### src/rtl/ssd_capture.sv
// ssd_capture
// Receive side of a multiplexed 4-digit MM:SS seven-segment bus. It snoops the
// anode strobes and segment cathodes. Each (an,seg) pair that stays stable long
// enough is decoded back to BCD and checked. Once all four positions have been
// captured, a complete time value is published.
//
// Ports
//   clk          system clock
//   rst          asynchronous reset, active-high
//   an[3:0]      anode strobes, active-low (0=sec units, 1=sec tens,
//                2=min units, 3=min tens)
//   seg[6:0]     cathodes, active-low, seg[6]=CA ... seg[0]=CG
//   value[15:0]  {min_tens,min_units,sec_tens,sec_units}; 4'hF = blank digit
//   frame_valid  one-cycle pulse when value has just been refreshed
//   code_err     one-cycle pulse after an illegal pattern was accepted
//   stale        level; no accept for TIMEOUT cycles, cleared by frame_valid
module ssd_capture #(
   parameter int STABLE_CYCLES = 4,
   parameter int TIMEOUT       = 2**20,
   parameter int TO_W          = 21
) (
   input  logic        clk,
   input  logic        rst,
   input  logic [3:0]  an,
   input  logic [6:0]  seg,
   output logic [15:0] value,
   output logic        frame_valid,
   output logic        code_err,
   output logic        stale
);

   localparam int CW = $clog2(STABLE_CYCLES + 1);

   typedef enum logic [1:0] {WAIT, SETTLE, LATCHED} state_t;

   state_t           state, state_nx;
   logic [CW-1:0]    cnt, cnt_nx;
   logic [3:0]       an_r, an_p;
   logic [6:0]       seg_r, seg_p;
   logic             an_ok, same, accept;
   logic [1:0]       pos;
   logic [3:0]       dec;
   logic             dec_ok;
   logic [3:0][3:0]  digit;
   logic [3:0]       seen;
   logic [TO_W-1:0]  to_cnt;
   logic             frame_done;

   // Input register plus a one-cycle history. The previous sample is compared
   // with the current one to detect a stable run. The reset value is the
   // blanked bus, so no stale sample can look like a valid digit.
   always_ff @(posedge clk or posedge rst) begin
      if (rst) begin
         an_r  <= 4'hF;
         seg_r <= 7'h7F;
         an_p  <= 4'hF;
         seg_p <= 7'h7F;
      end else begin
         an_r  <= an;
         seg_r <= seg;
         an_p  <= an_r;
         seg_p <= seg_r;
      end
   end

   // Exactly one anode low selects a position; blanking or multi-hot does not.
   always_comb begin
      an_ok = 1'b1;
      pos   = 2'd0;
      case (an_r)
         4'b1110: pos = 2'd0;
         4'b1101: pos = 2'd1;
         4'b1011: pos = 2'd2;
         4'b0111: pos = 2'd3;
         default: an_ok = 1'b0;
      endcase
   end

   always_comb begin
      dec    = 4'h0;
      dec_ok = 1'b1;
      case (seg_r)
         7'b0000001: dec = 4'd0;
         7'b1001111: dec = 4'd1;
         7'b0010010: dec = 4'd2;
         7'b0000110: dec = 4'd3;
         7'b1001100: dec = 4'd4;
         7'b0100100: dec = 4'd5;
         7'b0100000: dec = 4'd6;
         7'b0001111: dec = 4'd7;
         7'b0000000: dec = 4'd8;
         7'b0000100: dec = 4'd9;
         7'b1111111: dec = 4'hF;
         default:    dec_ok = 1'b0;
      endcase
      // Tens positions (odd index) only ever show 0..5 or blank.
      if (pos[0] && dec >= 4'd6 && dec <= 4'd9) dec_ok = 1'b0;
   end

   assign same = (an_r == an_p) && (seg_r == seg_p);

   always_ff @(posedge clk or posedge rst) begin
      if (rst) begin
         state <= WAIT;
         cnt   <= '0;
      end else begin
         state <= state_nx;
         cnt   <= cnt_nx;
      end
   end

   // The count holds the number of identical samples seen so far. The accept
   // fires on the sample that brings the count to STABLE_CYCLES. The count then
   // parks at STABLE_CYCLES in LATCHED, so a run can never accept twice.
   always_comb begin
      state_nx = state;
      cnt_nx   = cnt;
      accept   = 1'b0;
      case (state)
         WAIT: begin
            if (an_ok) begin
               state_nx = SETTLE;
               cnt_nx   = CW'(1);
            end
         end
         SETTLE: begin
            if (!same) begin
               if (an_ok) begin
                  cnt_nx = CW'(1);
               end else begin
                  state_nx = WAIT;
                  cnt_nx   = '0;
               end
            end else if (cnt == CW'(STABLE_CYCLES - 1)) begin
               accept   = 1'b1;
               cnt_nx   = CW'(STABLE_CYCLES);
               state_nx = LATCHED;
            end else begin
               cnt_nx = cnt + CW'(1);
            end
         end
         LATCHED: begin
            if (!same) begin
               if (an_ok) begin
                  state_nx = SETTLE;
                  cnt_nx   = CW'(1);
               end else begin
                  state_nx = WAIT;
                  cnt_nx   = '0;
               end
            end
         end
         default: begin
            state_nx = WAIT;
            cnt_nx   = '0;
         end
      endcase
   end

   // seen only reaches all-ones through an accept. So seen==4'hF means the
   // previous edge completed a frame, and this edge publishes it.
   assign frame_done = (seen == 4'hF);

   always_ff @(posedge clk or posedge rst) begin
      if (rst) begin
         digit       <= '0;
         seen        <= '0;
         value       <= '0;
         frame_valid <= 1'b0;
         code_err    <= 1'b0;
      end else begin
         frame_valid <= frame_done;
         code_err    <= accept && !dec_ok;
         if (frame_done) value <= digit;
         if (accept && dec_ok) digit[pos] <= dec;
         seen <= (frame_done ? 4'h0 : seen) |
                 ((accept && dec_ok) ? (4'b0001 << pos) : 4'h0);
      end
   end

   // Both legal and illegal accepts show that the bus is alive, so both clear
   // the counter. stale is raised on the edge where the counter lands on
   // TIMEOUT. An accept in that cycle clears the counter first, so stale is
   // not raised then.
   always_ff @(posedge clk or posedge rst) begin
      if (rst) begin
         to_cnt <= '0;
         stale  <= 1'b0;
      end else begin
         if (accept)
            to_cnt <= '0;
         else if (to_cnt != TO_W'(TIMEOUT))
            to_cnt <= to_cnt + TO_W'(1);
         if (frame_done)
            stale <= 1'b0;
         else if (!accept && to_cnt == TO_W'(TIMEOUT - 1))
            stale <= 1'b1;
      end
   end

endmodule
### config.mk
export PLATFORM = sky130hd
export DESIGN_NAME = ssd_capture
export DESIGN_NICKNAME = d
export VERILOG_FILES = /design/src/rtl/ssd_capture.sv
export SDC_FILE = /design/constraint.sdc
export NUM_CORES = 1
export LEC_CHECK = 0
export CORE_MARGIN = 1.5
export CORE_UTILIZATION = 52
export CTS_CLUSTER_DIAMETER = 150
export DETAILED_ROUTE_END_ITERATION = 10
export GPL_TIMING_DRIVEN = 0
export MAX_ROUTING_LAYER = met4
export PLACE_DENSITY = 0.71
export SLEW_MARGIN = 20
export SYNTH_ARGS = -nofsm -noshare
export SYNTH_HDL_FRONTEND = slang
export SYNTH_SLANG_ARGS = --single-unit
### constraint.sdc
create_clock -name clk -period 2.37 [get_ports clk]
set_input_delay 0.3555 -clock clk [delete_from_list [all_inputs] [get_ports clk]]
set_output_delay 0.3555 -clock clk [all_outputs]
set_load 0.02 [all_outputs]
---- After elaboration in Yosys (flattened, before gate mapping) ----
Cells that the tools add are included.
operators by class
  $add $sub $neg .......................... 2
  magnitude comparators ................... 4
  eq/ne operators ......................... 26
  shift operators ......................... 1
  muxes and demuxes ....................... 30
  bitwise gates (word level) .............. 1
  reduce and logical (&&, ||, !) cells .... 17
operator list
  operator                                                number
  2-to-1 mux 21 bit                                       2
  one-hot mux 4 bit (10 select lines)                     1
  adder 21 x 1 -> 21 bit (second input constant)          1
  equality test 21 x 20 -> 1 bit (second input constant)  1
  equality test 7 bit (second input constant)             3
  inequality test 21 bit (second input constant)          1
  bitwise mux 16 bit                                      1
  equality test 4 bit (second input constant)             4
  equality test 7 x 3 -> 1 bit (second input constant)    2
  equality test 7 x 6 -> 1 bit (second input constant)    2
  2-to-1 mux 3 bit                                        4
  2-to-1 mux 4 bit                                        3
  one-hot mux 2 bit (3 select lines)                      2
  OR reduction 11 bit                                     1
  2-to-1 mux 1 bit                                        10
  2-to-1 mux 2 bit                                        5
  one-hot mux 3 bit (3 select lines)                      1
  demux 4 bit (select 2 bit)                              1
  equality test 7 x 1 -> 1 bit (second input constant)    1
  equality test 7 x 4 -> 1 bit (second input constant)    1
  equality test 7 x 5 -> 1 bit (second input constant)    1
  equality test 7 bit                                     1
  logical AND 1 bit                                       7
  logical NOT 7 bit                                       1
  other kinds (20)                                        24
storage, ports and cells
  bits in registers ....................... 87
  input port bits ......................... 13
  output and inout bits ................... 19
  word-level logic and storage cells ...... 97

---- Logic depth before layout (Yosys ltp) ----
Gate-level depths: netlist (run 1).
  depth after elaboration ................. 9
  mapped depth ............................ 7
  gate-level depth less buffers ........... 7

---- Least setup slack after synthesis (run 1) ----
OpenSTA, ideal clock, no wires.
  kind .................................... reg-to-reg
  start ................................... register an_r[3]
  end ..................................... register digit[4] (netlist name)
  arrival time ............................ 2033 ps
  path slack .............................. 213 ps
  cell stages (with the launch flop) ...... 7
  path buffers ............................ 1
  clock period less this slack ............ 2157 ps
  cells stage by stage .................... dfstp_2 -> clkbuf_1 -> xnor2_1 -> nand4_1 -> nor4_4 -> nand4b_1 -> mux2_2
on the way
  longest elaborated chain between the ends .. 7
  elaborated cells between the ends (all ways) .. 18
  classes of those cells .................. 2 x order compare; 4 x eq/ne; 7 x mux; 5 x reduce/logical
RTL lines
  what                                                                                                       RTL line  source
  start, declared                                                                                            38        logic [3:0] an_r, an_p;
  start signal, assigned                                                                                     59        an_r <= an;
  equality test 4 x 3 -> 1 bit or equality test 4 bit (tied branches)                                        70        case (an_r)
  one-hot mux 2 bit (3 select lines)                                                                         70
  less-than comparator 2 x 3 -> 1 bit (implied by the code) or >= comparator 2 x 1 -> 1 bit (tied branches)  175       if (accept && dec_ok) digit[pos] <= dec;
  logical AND 1 bit (implied by the code)                                                                    175
  2-to-1 mux 4 bit (implied by the code)                                                                     175
  demux 4 bit (select 2 bit)                                                                                 175
  bitwise mux 16 bit                                                                                         175
  end signal, assigned                                                                                       166       digit <= '0;
  end signal, assigned by index                                                                              175
  end, declared                                                                                              44        logic [3:0][3:0] digit;
Parallel ways exist; a longest one is shown, timed or not.
A chain may end at the register's enable or synchronous reset.

---- Final worst setup path (run 1) ----
  start ................................... register seg_r[6]
  end ..................................... register digit[4] (netlist name)
on the way
  longest elaborated chain between the ends .. 7
  elaborated cells between the ends (all ways) .. 25
  classes of those cells .................. 2 x order compare; 11 x eq/ne; 6 x mux; 6 x reduce/logical
RTL lines
  what                                               RTL line  source
  start, declared                                    39        logic [6:0] seg_r, seg_p;
  start signal, assigned                             60        seg_r <= seg;
  equality test 7 bit, or another cell as far along  82        case (seg_r)
  one-hot mux 4 bit (10 select lines)                82
  >= comparator 4 x 3 -> 1 bit                       97        if (pos[0] && dec >= 4'd6 && dec <= 4'd9) dec_ok = 1'b0;
  logical AND 1 bit (2 in a row)                     97
  2-to-1 mux 1 bit                                   97
  logical AND 1 bit                                  175
Parallel ways exist; a longest one is shown, timed or not.

==> metrics.txt, run 1 <==
crit-path max FO 5; CTS tree yes; CP cell instances buf_6 -> xnor2_1 -> nand4_1 -> nor4_4 -> buf_4 -> nand4b_1 -> buf_6 -> mux2_2; hold path cells 0; CP Depth 8; Max Cap Violations 0; Async S/R FF share, synth 100.0%; area of the multi-input gates 1638 sq um; worst path arrival time 2560 ps; Slowest Stage Delay on Critical Path 550 ps; Num Clock Sinks 87; CP top delay family simple AND/OR/NAND/NOR gates; Synth area leader dfrtp_1; worst vdd ir 451.6 uV; XOR/XNOR Fraction of Synth Area 6.011%; IO buf count 31; Tmin final 2319 ps; Synth Area per Inst 10.55 sq um; RSZ-0062 raised after global routing yes; initial antenna violation count 0; routed length per instance 13.62 um; fmax 0.4311 GHz; total power 2.975 mW; Mapped Cells 373; Worst Path Buf+Inv 3; top cell type's share of synthesized area 41.35%; die span in x 89.98 um; pin count of the biggest net entering global routing 35; placement row count 31; Antenna Cells 0; Post-Synth Simple-Gate Area 22.14%; I/O Pins 32; Clock Latency Late Sink 350 ps; filler instances 610; sw frac 22.24%; # DRC 0; post-synthesis mux area share 5.344%; cts bufs inserted 9; Placement Cell Area 4412 sq um; Worst path slowest cell dfstp_2; pwr/cell area 622.7 nW/um^2; largest family of logic cells by synthesized area simple AND/OR/NAND/NOR gates; die area 8096 sq um; drt pass-1 iters 5; Compound-Gate Fraction of Synth Area 5.725%; Final Max Slew Viols 0; Clock power frac 42.5%; final hold violation count 0; Starting Density 53.95%; Congestion Overflow GR 0; most common cell in the netlist nand2_1; CTS H-tree lvls 3; DR vias 2862; part of the Yosys area used for sequential elements 56.04%; Distinct cells, synth 49; fin crit share 97.87%; Post-synth EDFFs 0; GRT Resource Usage Total 19.29%; R2R cell count 8; Sequential Area 2205 sq um; die height 89.98 um; drt initial violations 132; Crit Path Category reg -> reg; CP endpoint kind register; layout net count 439; #FFs+latches synth 87; CTS root buf clkbuf_8; clock-pin slew on the worst setup and hold paths 90 ps; share of layout cells above drive strength 1 19.67%; P_leak 2.140 nW; worst slew pin tran 752.9 ps; combinational share of power 5.5%; CP required 2610 ps; Clock Path Buffers 2; Final Setup Violations 0; WL final 7.165 mm; Worst Skew 13.47 ps; final instance area 4777 sq um; CP dominant cell by count buf_6; Adder-Cell Fraction of Synth Area 1.527%; vias in the first global route 2610; status complete, no violations; HP Class reg -> reg; Ys Warns 0; nature of the critical path startpoint register; post-DP HPWL 4.906 mm; Via-to-Cell Ratio 5.441; Synth Net Count 390; largest cells by area after synthesis dfrtp_1 (41%), dfstp_2 (15%), nand2_1 (6.5%), mux2_2 (4.6%), xnor2_1 (4.2%); Core Box Area 7292 sq um; Slew HR 49.15%; area grow syn2layout 21.44%; ANT nets after route 0; P_sw 0.6615 mW; Main synth FF type dfrtp_1; Post-synth top cells nand2_1 (68), dfrtp_1 (65), dfstp_2 (22), nor2_1 (22), xnor2_1 (19); Reg power frac 52.1%; P_int 2.313 mW; placer congestion estimate 0.8733; first-pass GRT wire length 12.26 mm; cell area after synthesis 3934 sq um
## stage by stage
stage          hold slack [ps]  setup TNS [ps]  util (%)  instances  setup slack (ps)
4_1_cts                  371.4          -36.26     64.26        522            -23.63
3_3_place_gp             353.9           -1501     59.95        503            -120.9
6_report                 365.1               0     65.51        526             50.56
5_1_grt                  373.0          -269.6     65.51        526            -47.20
2_1_floorplan            351.9               0         -        373             212.5
3_5_place_dp             358.1           -1662     60.50        505            -132.1
## power groups by stage
stage	Sequential, mW	Combinational (mW)	Clock [mW]
floorplan	1.56	0.105	0
global placement	1.57	0.147	0
detailed placement	1.57	0.157	0
CTS	1.54	0.154	1.29
global route	1.55	0.182	1.35
finish	1.55	0.163	1.26
## registers in the layout, summed over array words and instances (netlist names), 2 cells and up
| signal | flops |
|---|---|
| cnt | 3 |
| to_cnt | 21 |
| digit | 16 |
| an_r | 4 |
| seg_p | 7 |
| state | 2 |
| an_p | 4 |
| seen | 4 |
| value | 16 |
| seg_r | 7 |
## timing repair
action,4_1_cts,5_1_grt
setup buffers,3,6
gates resized for setup,3,16
hold buffers,0,0
setup endpoints to repair,16,38
pin swaps,1,2
## metal layers
layer	share of wire [%]	global-route usage (%)	vias up
li1	-	-	1397
met5	0	-	-
met2	48	28.37	67
met4	1.4	8.201	0
met3	3.4	3.299	9
met1	47	26.66	1389
## path summary, 6_finish.rpt
check	startpoint	to	slack (ps)
max	seg_r[6]	digit[4]	50
min	seg_r[3]	seg_p[3]	370
max reg2reg	seg_r[6]	digit[4]	50
min reg2reg	seg_r[3]	seg_p[3]	370
max in group asynchronous	rst	seg_p[6]	1330
min in group asynchronous	rst	to_cnt[13]	410
## cell usage in the layout (no fill, tap or decap), drive strengths merged, types with 3 or more instances in the layout
| cell type | instances |
|---|---|
| mux2i | 3 |
| inv | 11 |
| ha | 4 |
| dfrtp | 65 |
| nor4 | 5 |
| nor3b | 3 |
| clkinvlp | 3 |
| clkbuf | 19 |
| bufinv | 3 |
| mux2 | 16 |
| nand2 | 68 |
| o21ai | 12 |
| buf | 17 |
| o31ai | 3 |
| nor3 | 8 |
| a21oi | 9 |
| dfstp | 22 |
| o32ai | 3 |
| and4 | 4 |
| nand4 | 12 |
| xor2 | 8 |
| and3 | 5 |
| nand3 | 13 |
| clkdlybuf4s50 | 31 |
| and4b | 4 |
| nor2 | 22 |
| or3 | 9 |
| xnor2 | 19 |
## kinds of logic after synthesis
logic type	after synthesis
simple gates	168
mux	19
compound gates	36
fa+ha+maj	5
flops	87
xor+xnor	27
buf+inv	31
## final cells by class
cell class              instances  area share [%]
plain buffers                  16           1.938
repair buffers                 42           8.827
multi-input cells             255           34.28
well taps                      99           2.593
clock buffers                   9           2.593
inverters                      11          0.9429
flip-flops and latches         87           46.15
clock inverters                 7           2.672
No activity file was read; power rests on OpenSTA's default activity.
==> inputs of run 2 (changes only) <==
Settings changed: ABC_AREA set to 0.
==> results of run 2 <==
Same layout as run 1: the final DEF is identical, and so are final timing and power.
